[src/rtl/systolic_feeder_pkg.sv]
// Shared configuration for the systolic array and its input-side feeder.
package Config;

  localparam int unsigned sys_rows   = 4;
  localparam int unsigned sys_cols   = 2;
  localparam int unsigned A_BITWIDTH = 8;
  localparam int unsigned W_BITWIDTH = 8;
  localparam int unsigned P_BITWIDTH = 16;

  typedef enum logic [2:0] {
    IDLE,
    LOAD_W,
    SWITCH,
    STREAM,
    DRAIN
  } feeder_state_e;

endpackage

[src/rtl/systolic_feeder_skew_line.sv]
// Fixed-depth delay line for one array row's {enable, data} pair.
module skew_line #(
  parameter int unsigned DEPTH = 1,
  parameter int unsigned DW    = 8
) (
  input  logic          clk,
  input  logic          rst_n,
  input  logic          en_i,
  input  logic [DW-1:0] data_i,
  output logic          en_o,
  output logic [DW-1:0] data_o
);

  if (DEPTH == 0) begin : g_pass
    assign en_o   = en_i;
    assign data_o = data_i;
  end else begin : g_sr
    logic [DEPTH-1:0]         en_q, en_d;
    logic [DEPTH-1:0][DW-1:0] data_q, data_d;

    // Shift one stage per cycle; stage 0 takes the row input.
    always_comb begin
      en_d      = en_q;
      data_d    = data_q;
      en_d[0]   = en_i;
      data_d[0] = data_i;
      for (int i = 1; i < int'(DEPTH); i++) begin
        en_d[i]   = en_q[i-1];
        data_d[i] = data_q[i-1];
      end
    end

    // Delay-line registers, cleared on reset.
    always_ff @(posedge clk or negedge rst_n) begin
      if (!rst_n) begin
        en_q   <= '0;
        data_q <= '0;
      end else begin
        en_q   <= en_d;
        data_q <= data_d;
      end
    end

    assign en_o   = en_q[DEPTH-1];
    assign data_o = data_q[DEPTH-1];
  end

endmodule

[src/rtl/systolic_feeder.sv]
// Drives a weight-stationary systolic array: weight load, switch pulse,
// and row-skewed activation streaming, with a drain before signalling done.
module systolic_feeder
  import Config::*;
#(
  parameter int unsigned ROWS = sys_rows,
  parameter int unsigned COLS = sys_cols,
  parameter int unsigned AW   = A_BITWIDTH,
  parameter int unsigned WW   = W_BITWIDTH,
  parameter int unsigned PW   = P_BITWIDTH
) (
  input  logic                      clk,
  input  logic                      rst,
  input  logic [PW-1:0]             cfg_bias,
  input  logic                      w_valid,
  output logic                      w_ready,
  input  logic [COLS-1:0][WW-1:0]   w_data,
  input  logic                      a_valid,
  output logic                      a_ready,
  input  logic [ROWS-1:0][AW-1:0]   a_data,
  input  logic                      a_last,
  output logic [COLS-1:0]           wfetch,
  output logic [COLS-1:0][WW-1:0]   i_wdata,
  output logic                      switch,
  output logic [PW-1:0]             bias,
  output logic [ROWS-1:0]           if_en,
  output logic [ROWS-1:0][AW-1:0]   if_data,
  output logic                      busy,
  output logic                      done
);

  localparam int unsigned CW = $clog2(ROWS + 1);

  feeder_state_e             state_q, state_d;
  logic [CW-1:0]             cnt_q, cnt_d;
  logic                      w_ready_q, w_ready_d;
  logic                      a_ready_q, a_ready_d;
  logic [COLS-1:0]           wfetch_q, wfetch_d;
  logic [COLS-1:0][WW-1:0]   i_wdata_q, i_wdata_d;
  logic                      switch_q, switch_d;
  logic [PW-1:0]             bias_q, bias_d;
  logic                      busy_q, busy_d;
  logic                      done_q, done_d;
  logic [ROWS-1:0]           row_en_q, row_en_d;
  logic [ROWS-1:0][AW-1:0]   row_data_q, row_data_d;
  logic                      w_hs, a_hs;

  assign w_hs = w_valid & w_ready_q;
  assign a_hs = a_valid & a_ready_q;

  // Next-state, counters and registered output values.
  always_comb begin
    state_d    = state_q;
    cnt_d      = cnt_q;
    wfetch_d   = '0;
    i_wdata_d  = i_wdata_q;
    switch_d   = 1'b0;
    bias_d     = bias_q;
    done_d     = 1'b0;
    row_en_d   = '0;
    row_data_d = '0;

    if (w_hs) begin
      wfetch_d  = '1;
      i_wdata_d = w_data;
    end
    if (a_hs) begin
      row_en_d   = '1;
      row_data_d = a_data;
    end

    case (state_q)
      IDLE: begin
        if (w_hs) begin
          bias_d  = cfg_bias;
          cnt_d   = CW'(1);
          state_d = (ROWS == 1) ? SWITCH : LOAD_W;
        end
      end
      LOAD_W: begin
        if (w_hs) begin
          cnt_d = cnt_q + CW'(1);
          if (cnt_q == CW'(ROWS - 1)) state_d = SWITCH;
        end
      end
      SWITCH: begin
        switch_d = 1'b1;
        cnt_d    = '0;
        state_d  = STREAM;
      end
      STREAM: begin
        if (a_hs && a_last) begin
          cnt_d   = '0;
          state_d = DRAIN;
        end
      end
      DRAIN: begin
        cnt_d = cnt_q + CW'(1);
        if (cnt_q == CW'(ROWS - 1)) begin
          cnt_d   = '0;
          done_d  = 1'b1;
          state_d = IDLE;
        end
      end
      default: state_d = IDLE;
    endcase

    w_ready_d = (state_d == IDLE) || (state_d == LOAD_W);
    a_ready_d = (state_d == STREAM);
    busy_d    = (state_d != IDLE) || done_d;
  end

  // State and output registers.
  always_ff @(posedge clk or negedge rst) begin
    if (!rst) begin
      state_q    <= IDLE;
      cnt_q      <= '0;
      w_ready_q  <= 1'b1;
      a_ready_q  <= 1'b0;
      wfetch_q   <= '0;
      i_wdata_q  <= '0;
      switch_q   <= 1'b0;
      bias_q     <= '0;
      busy_q     <= 1'b0;
      done_q     <= 1'b0;
      row_en_q   <= '0;
      row_data_q <= '0;
    end else begin
      state_q    <= state_d;
      cnt_q      <= cnt_d;
      w_ready_q  <= w_ready_d;
      a_ready_q  <= a_ready_d;
      wfetch_q   <= wfetch_d;
      i_wdata_q  <= i_wdata_d;
      switch_q   <= switch_d;
      bias_q     <= bias_d;
      busy_q     <= busy_d;
      done_q     <= done_d;
      row_en_q   <= row_en_d;
      row_data_q <= row_data_d;
    end
  end

  logic [ROWS-1:0]         skew_en;
  logic [ROWS-1:0][AW-1:0] skew_data;

  // Row 0 leaves straight from its input register; row r adds r stages.
  assign skew_en[0]   = row_en_q[0];
  assign skew_data[0] = row_data_q[0];

  for (genvar r = 1; r < int'(ROWS); r++) begin : g_row
    skew_line #(
      .DEPTH (r),
      .DW    (AW)
    ) u_skew (
      .clk    (clk),
      .rst_n  (rst),
      .en_i   (row_en_q[r]),
      .data_i (row_data_q[r]),
      .en_o   (skew_en[r]),
      .data_o (skew_data[r])
    );
  end

  assign w_ready = w_ready_q;
  assign a_ready = a_ready_q;
  assign wfetch  = wfetch_q;
  assign i_wdata = i_wdata_q;
  assign switch  = switch_q;
  assign bias    = bias_q;
  assign busy    = busy_q;
  assign done    = done_q;
  assign if_en   = skew_en;
  assign if_data = skew_data;

endmodule

[config.mk]
export PLATFORM = sky130hd
export DESIGN_NAME = systolic_feeder
export DESIGN_NICKNAME = d
export VERILOG_FILES = /design/src/rtl/systolic_feeder_pkg.sv /design/src/rtl/systolic_feeder_skew_line.sv /design/src/rtl/systolic_feeder.sv
export SDC_FILE = /design/constraint.sdc
export NUM_CORES = 1
export LEC_CHECK = 0
export BUFFER_PORTS_ARGS = -buffer_cell sky130_fd_sc_hd__buf_2
export CORE_MARGIN = 3
export CORE_UTILIZATION = 40
export DETAILED_ROUTE_END_ITERATION = 12
export PLACE_DENSITY = 0.71
export SYNTH_ARGS = -nofsm -noshare
export SYNTH_HDL_FRONTEND = slang
export SYNTH_SLANG_ARGS = --single-unit
[constraint.sdc]
create_clock -name clk -period 2.1 [get_ports clk]
set_input_delay 0.21 -clock clk [delete_from_list [all_inputs] [get_ports clk]]
set_output_delay 0.21 -clock clk [all_outputs]
set_load 0.005 [all_outputs]
==> flow_metrics.py <==
metrics = {
    "cells_and_area": {
        "nets": 572,
        "mostFrequentLayoutCell": "buf_2",
        "drive_gt1_share_pct": 41.99,
        "layout_common_cells": "buf_2, dfrtp_1, dlygate4sd3_1, nand2_1, and3_1",
        "final_util_pct": 63.23,
        "area_growth_pct": 50.09,
        "multiInputGateArea_um2": 900.9,
        "final-seq-area_um2": 3204,
        "n_fill_cell": 746,
    },
    "worst_setup_path": {
        "start_kind": "flop",
        "critPathCaptureType": "flop",
        "arrival_ns": 2.23,
        "crit_top_cell": "ha_1",
        "cp_slowest_cell": "or3b_2",
        "path_buf_inv": 0,
        "cp_max_fo": 5,
        "cp_cell_sequence": "ha_1 > ha_1 > or3b_2 > a21oi_1 > mux2_4",
        "cp_top_family": "simple AND/OR/NAND/NOR gates",
        "r2r_cells": 5,
        "critPathRequiredTime_ns": 2.54,
        "crit_type": "flop to flop",
        "cp.depth": 5,
        "max_stage_delay_ns": 0.51,
    },
    "sta": {
        "finalSetupViolCount": 0,
        "fin_crit_sh_pct": 85.04,
        "slew_violations": 0,
        "rsz0062_at_grt": "false",
        "hold_viol": 0,
        "fin_skew_ns": 0.006971,
        "worst_pin_slew_ns": 0.4442,
        "max_freq_mhz": 560.0,
        "period_needed_ns": 1.786,
        "final.setup.tns_ns": 0,
        "slew_headroom_pct": 70.38,
    },
    "grt": {
        "grt_pass1_wl_um": 14870,
        "grt_pass1_vias": 3140,
        "grt_max_degree": 63,
        "grt_overflow": 0,
        "antenna_found_initial": 0,
        "grt_util_all_layers_pct": 16.69,
    },
    "synth": {
        "synth_area_leaders": "dfrtp_1, nand2_1, and3_1",
        "seq_area_frac_synth_pct": 75.72,
        "yosysUniqueCellTypes": 36,
        "yosysTopAreaCell": "dfrtp_1",
        "syn_area_um2": 4232,
        "postSynthCellCount": 285,
        "synth_nets": 357,
        "synth_seq_cells": 128,
        "synth_top_area_share_pct": 75.10,
        "ys_warn_count": 0,
        "synth_async_sr_flop_share_pct": 100.0,
        "synth_edf_count": 0,
        "synthFlopType": "dfrtp_1",
        "avgSynthCellArea_um2": 14.85,
    },
    "pwr": {
        "p_leak_uw": 0.003458,
        "pwr-share-clk_pct": 37.9,
        "pwr-share-seq_pct": 41.8,
        "p_sw_uw": 2086,
        "vdd_drop_max_mv": 0.5458,
        "internal-power_uw": 5920,
        "combPwrFrac_pct": 20.3,
        "power.density_nw_per_um2": 1261,
        "power.share.switching_pct": 26.05,
    },
    "clock_tree": {
        "clock_path_buffers": 2,
        "clkTransAtPathRegs_ns": 0.06,
        "numCtsBuffers": 17,
        "cts_tree": "done",
        "cts-resized-gates": 0,
        "cts_num_sinks": 128,
        "cts_setup_buffers": 0,
        "cts-root-buf": "clkbuf_8",
        "insertion_delay_ns": 0.50,
        "cts.htree.levels": 4,
    },
    "floorplan": {
        "die_w_um": 108.9,
        "rows": 36,
        "core-area_um2": 10040,
        "io_pins": 144,
        "fp.dieH_um": 108.9,
        "start_util_pct": 42.13,
        "die-area_um2": 11850,
    },
    "status": {
        "status": "complete, no violations",
    },
    "place": {
        "io_buffers": 143,
        "gp_congestion": 0.7504,
        "dp_hpwl_um": 5659,
    },
    "route": {
        "wl_um": 9291,
        "firstDrtPassIters": 4,
        "drt_iter0_drc": 112,
        "post-route-drc-count": 0,
        "routedWlPerCell_um": 14.38,
        "vias": 2950,
        "antenna_left": 0,
        "avgViaCountPerCell": 4.567,
    },
    "min_path": {
        "min_path_cells": 3,
        "min_path_type": "primary input to flop",
    },
    "run": {
        "maxCapViolCount": 0,
    },
}
==> sequential cells by signal, summed over array words and instances, names as in the netlist, 3 cells and up <==
name / count
state_q: 3
if_data: 8
g_row.u_skew.data_o: 24
i_wdata: 16
bias: 16
cnt_q: 3
g_row.u_skew.g_sr.data_d: 24
row_data_q: 24
g_row.u_skew.g_sr.en_q: 3
==> cells in the mapped netlist, types with 2 or more instances <==
master    instances
buf_2             2
inv_1             4
dfrtp_1         127
buf_6             2
clkbuf_1          7
ha_1              3
nand2_2           2
and3_2            3
or3b_2            2
or2b_2            2
buf_4             7
nand4_1           2
mux2_4            3
mux2_2           16
o31ai_1           2
and3_1           29
a21oi_1           4
nand2_1          50
==> through the flow <==
step / instances / instance area, um2 / total power [uW] / worst slack [ns] / hold WS (ns)
after floorplan: 285 / 4232 / 4220 / 0.4648 / -0.08559
after CTS: 645 / 6349 / 8085 / 0.3209 / 0.02467
after global placement: 549 / 5075 / 4842 / 0.3929 / 0.06369
after detailed placement: 549 / 5075 / 4927 / 0.3434 / 0.06735
final: 646 / 6351 / 8006 / 0.3142 / 0.05333
after global routing: 645 / 6349 / 8470 / 0.2619 / 0.05111
==> path summary, 6_finish.rpt <==
| kind | startpoint | to | slack [ns] |
|---|---|---|---|
| min in group asynchronous | rst | g_row[2].u_skew.data_o[3] | 0.10 |
| hold reg to reg | g_row[3].u_skew.g_sr.data_d[13] | g_row[3].u_skew.g_sr.data_d[21] | 0.34 |
| setup reg to reg | cnt_q[0] | cnt_q[1] | 0.31 |
| setup / recovery | cnt_q[0] | cnt_q[1] | 0.31 |
| hold / removal | a_last | state_q[2] | 0.05 |
| max in group asynchronous | rst | w_ready | 1.42 |
==> worst register-to-register path: cells and delay by family, from the launching register on <==
kind | cells | cell delay (ns)
simple gates | 1 | 0.51
fa+ha+maj | 2 | 0.46
flops | 1 | 0.41
mux | 1 | 0.17
compound gates | 1 | 0.18
==> layout make-up <==
cell class / count / share of cell area, %
Antenna cell: 1 / 0.03940
Clock inverter: 12 / 2.857
Timing Repair Buffer: 214 / 22.66
Multi-Input combinational cell: 135 / 14.18
Inverter: 4 / 0.2364
Tap cell: 133 / 2.620
Clock buffer: 19 / 6.954
Sequential cell: 128 / 50.45
==> power by group through the flow <==
stage | logic (uW) | clock network, uW | registers (uW)
final | 1620 | 3030 | 3350
after floorplan | 852 | 0 | 3370
after global routing | 1820 | 3230 | 3420
after global placement | 1490 | 0 | 3350
after detailed placement | 1540 | 0 | 3390
after CTS | 1640 | 3090 | 3350
==> cell families after synthesis <==
| kind of cell | count (synthesis) | synth area share (%) |
|---|---|---|
| buf+inv | 22 | 2.986 |
| flops | 128 | 75.72 |
| fa+ha+maj | 3 | 0.8871 |
| compound gates | 13 | 2.602 |
| mux | 19 | 5.322 |
| simple gates | 100 | 12.48 |
==> metal layers <==
layer / GRT usage, % / vias to the layer above / routed length, um
met3: 5.684 / 26 / 500
met5: 0 / - / 0
li1: - / 1371 / -
met1: 18.52 / 1443 / 3537
met2: 28.91 / 110 / 5014
met4: 7.665 / 0 / 238
==> what timing repair did <==
action	4_1_cts	5_1_grt
hold buffers	65	0
endpoints found under the hold margin	191	0
endpoints found under the setup margin	0	0
(Power assumes the default switching activity.)
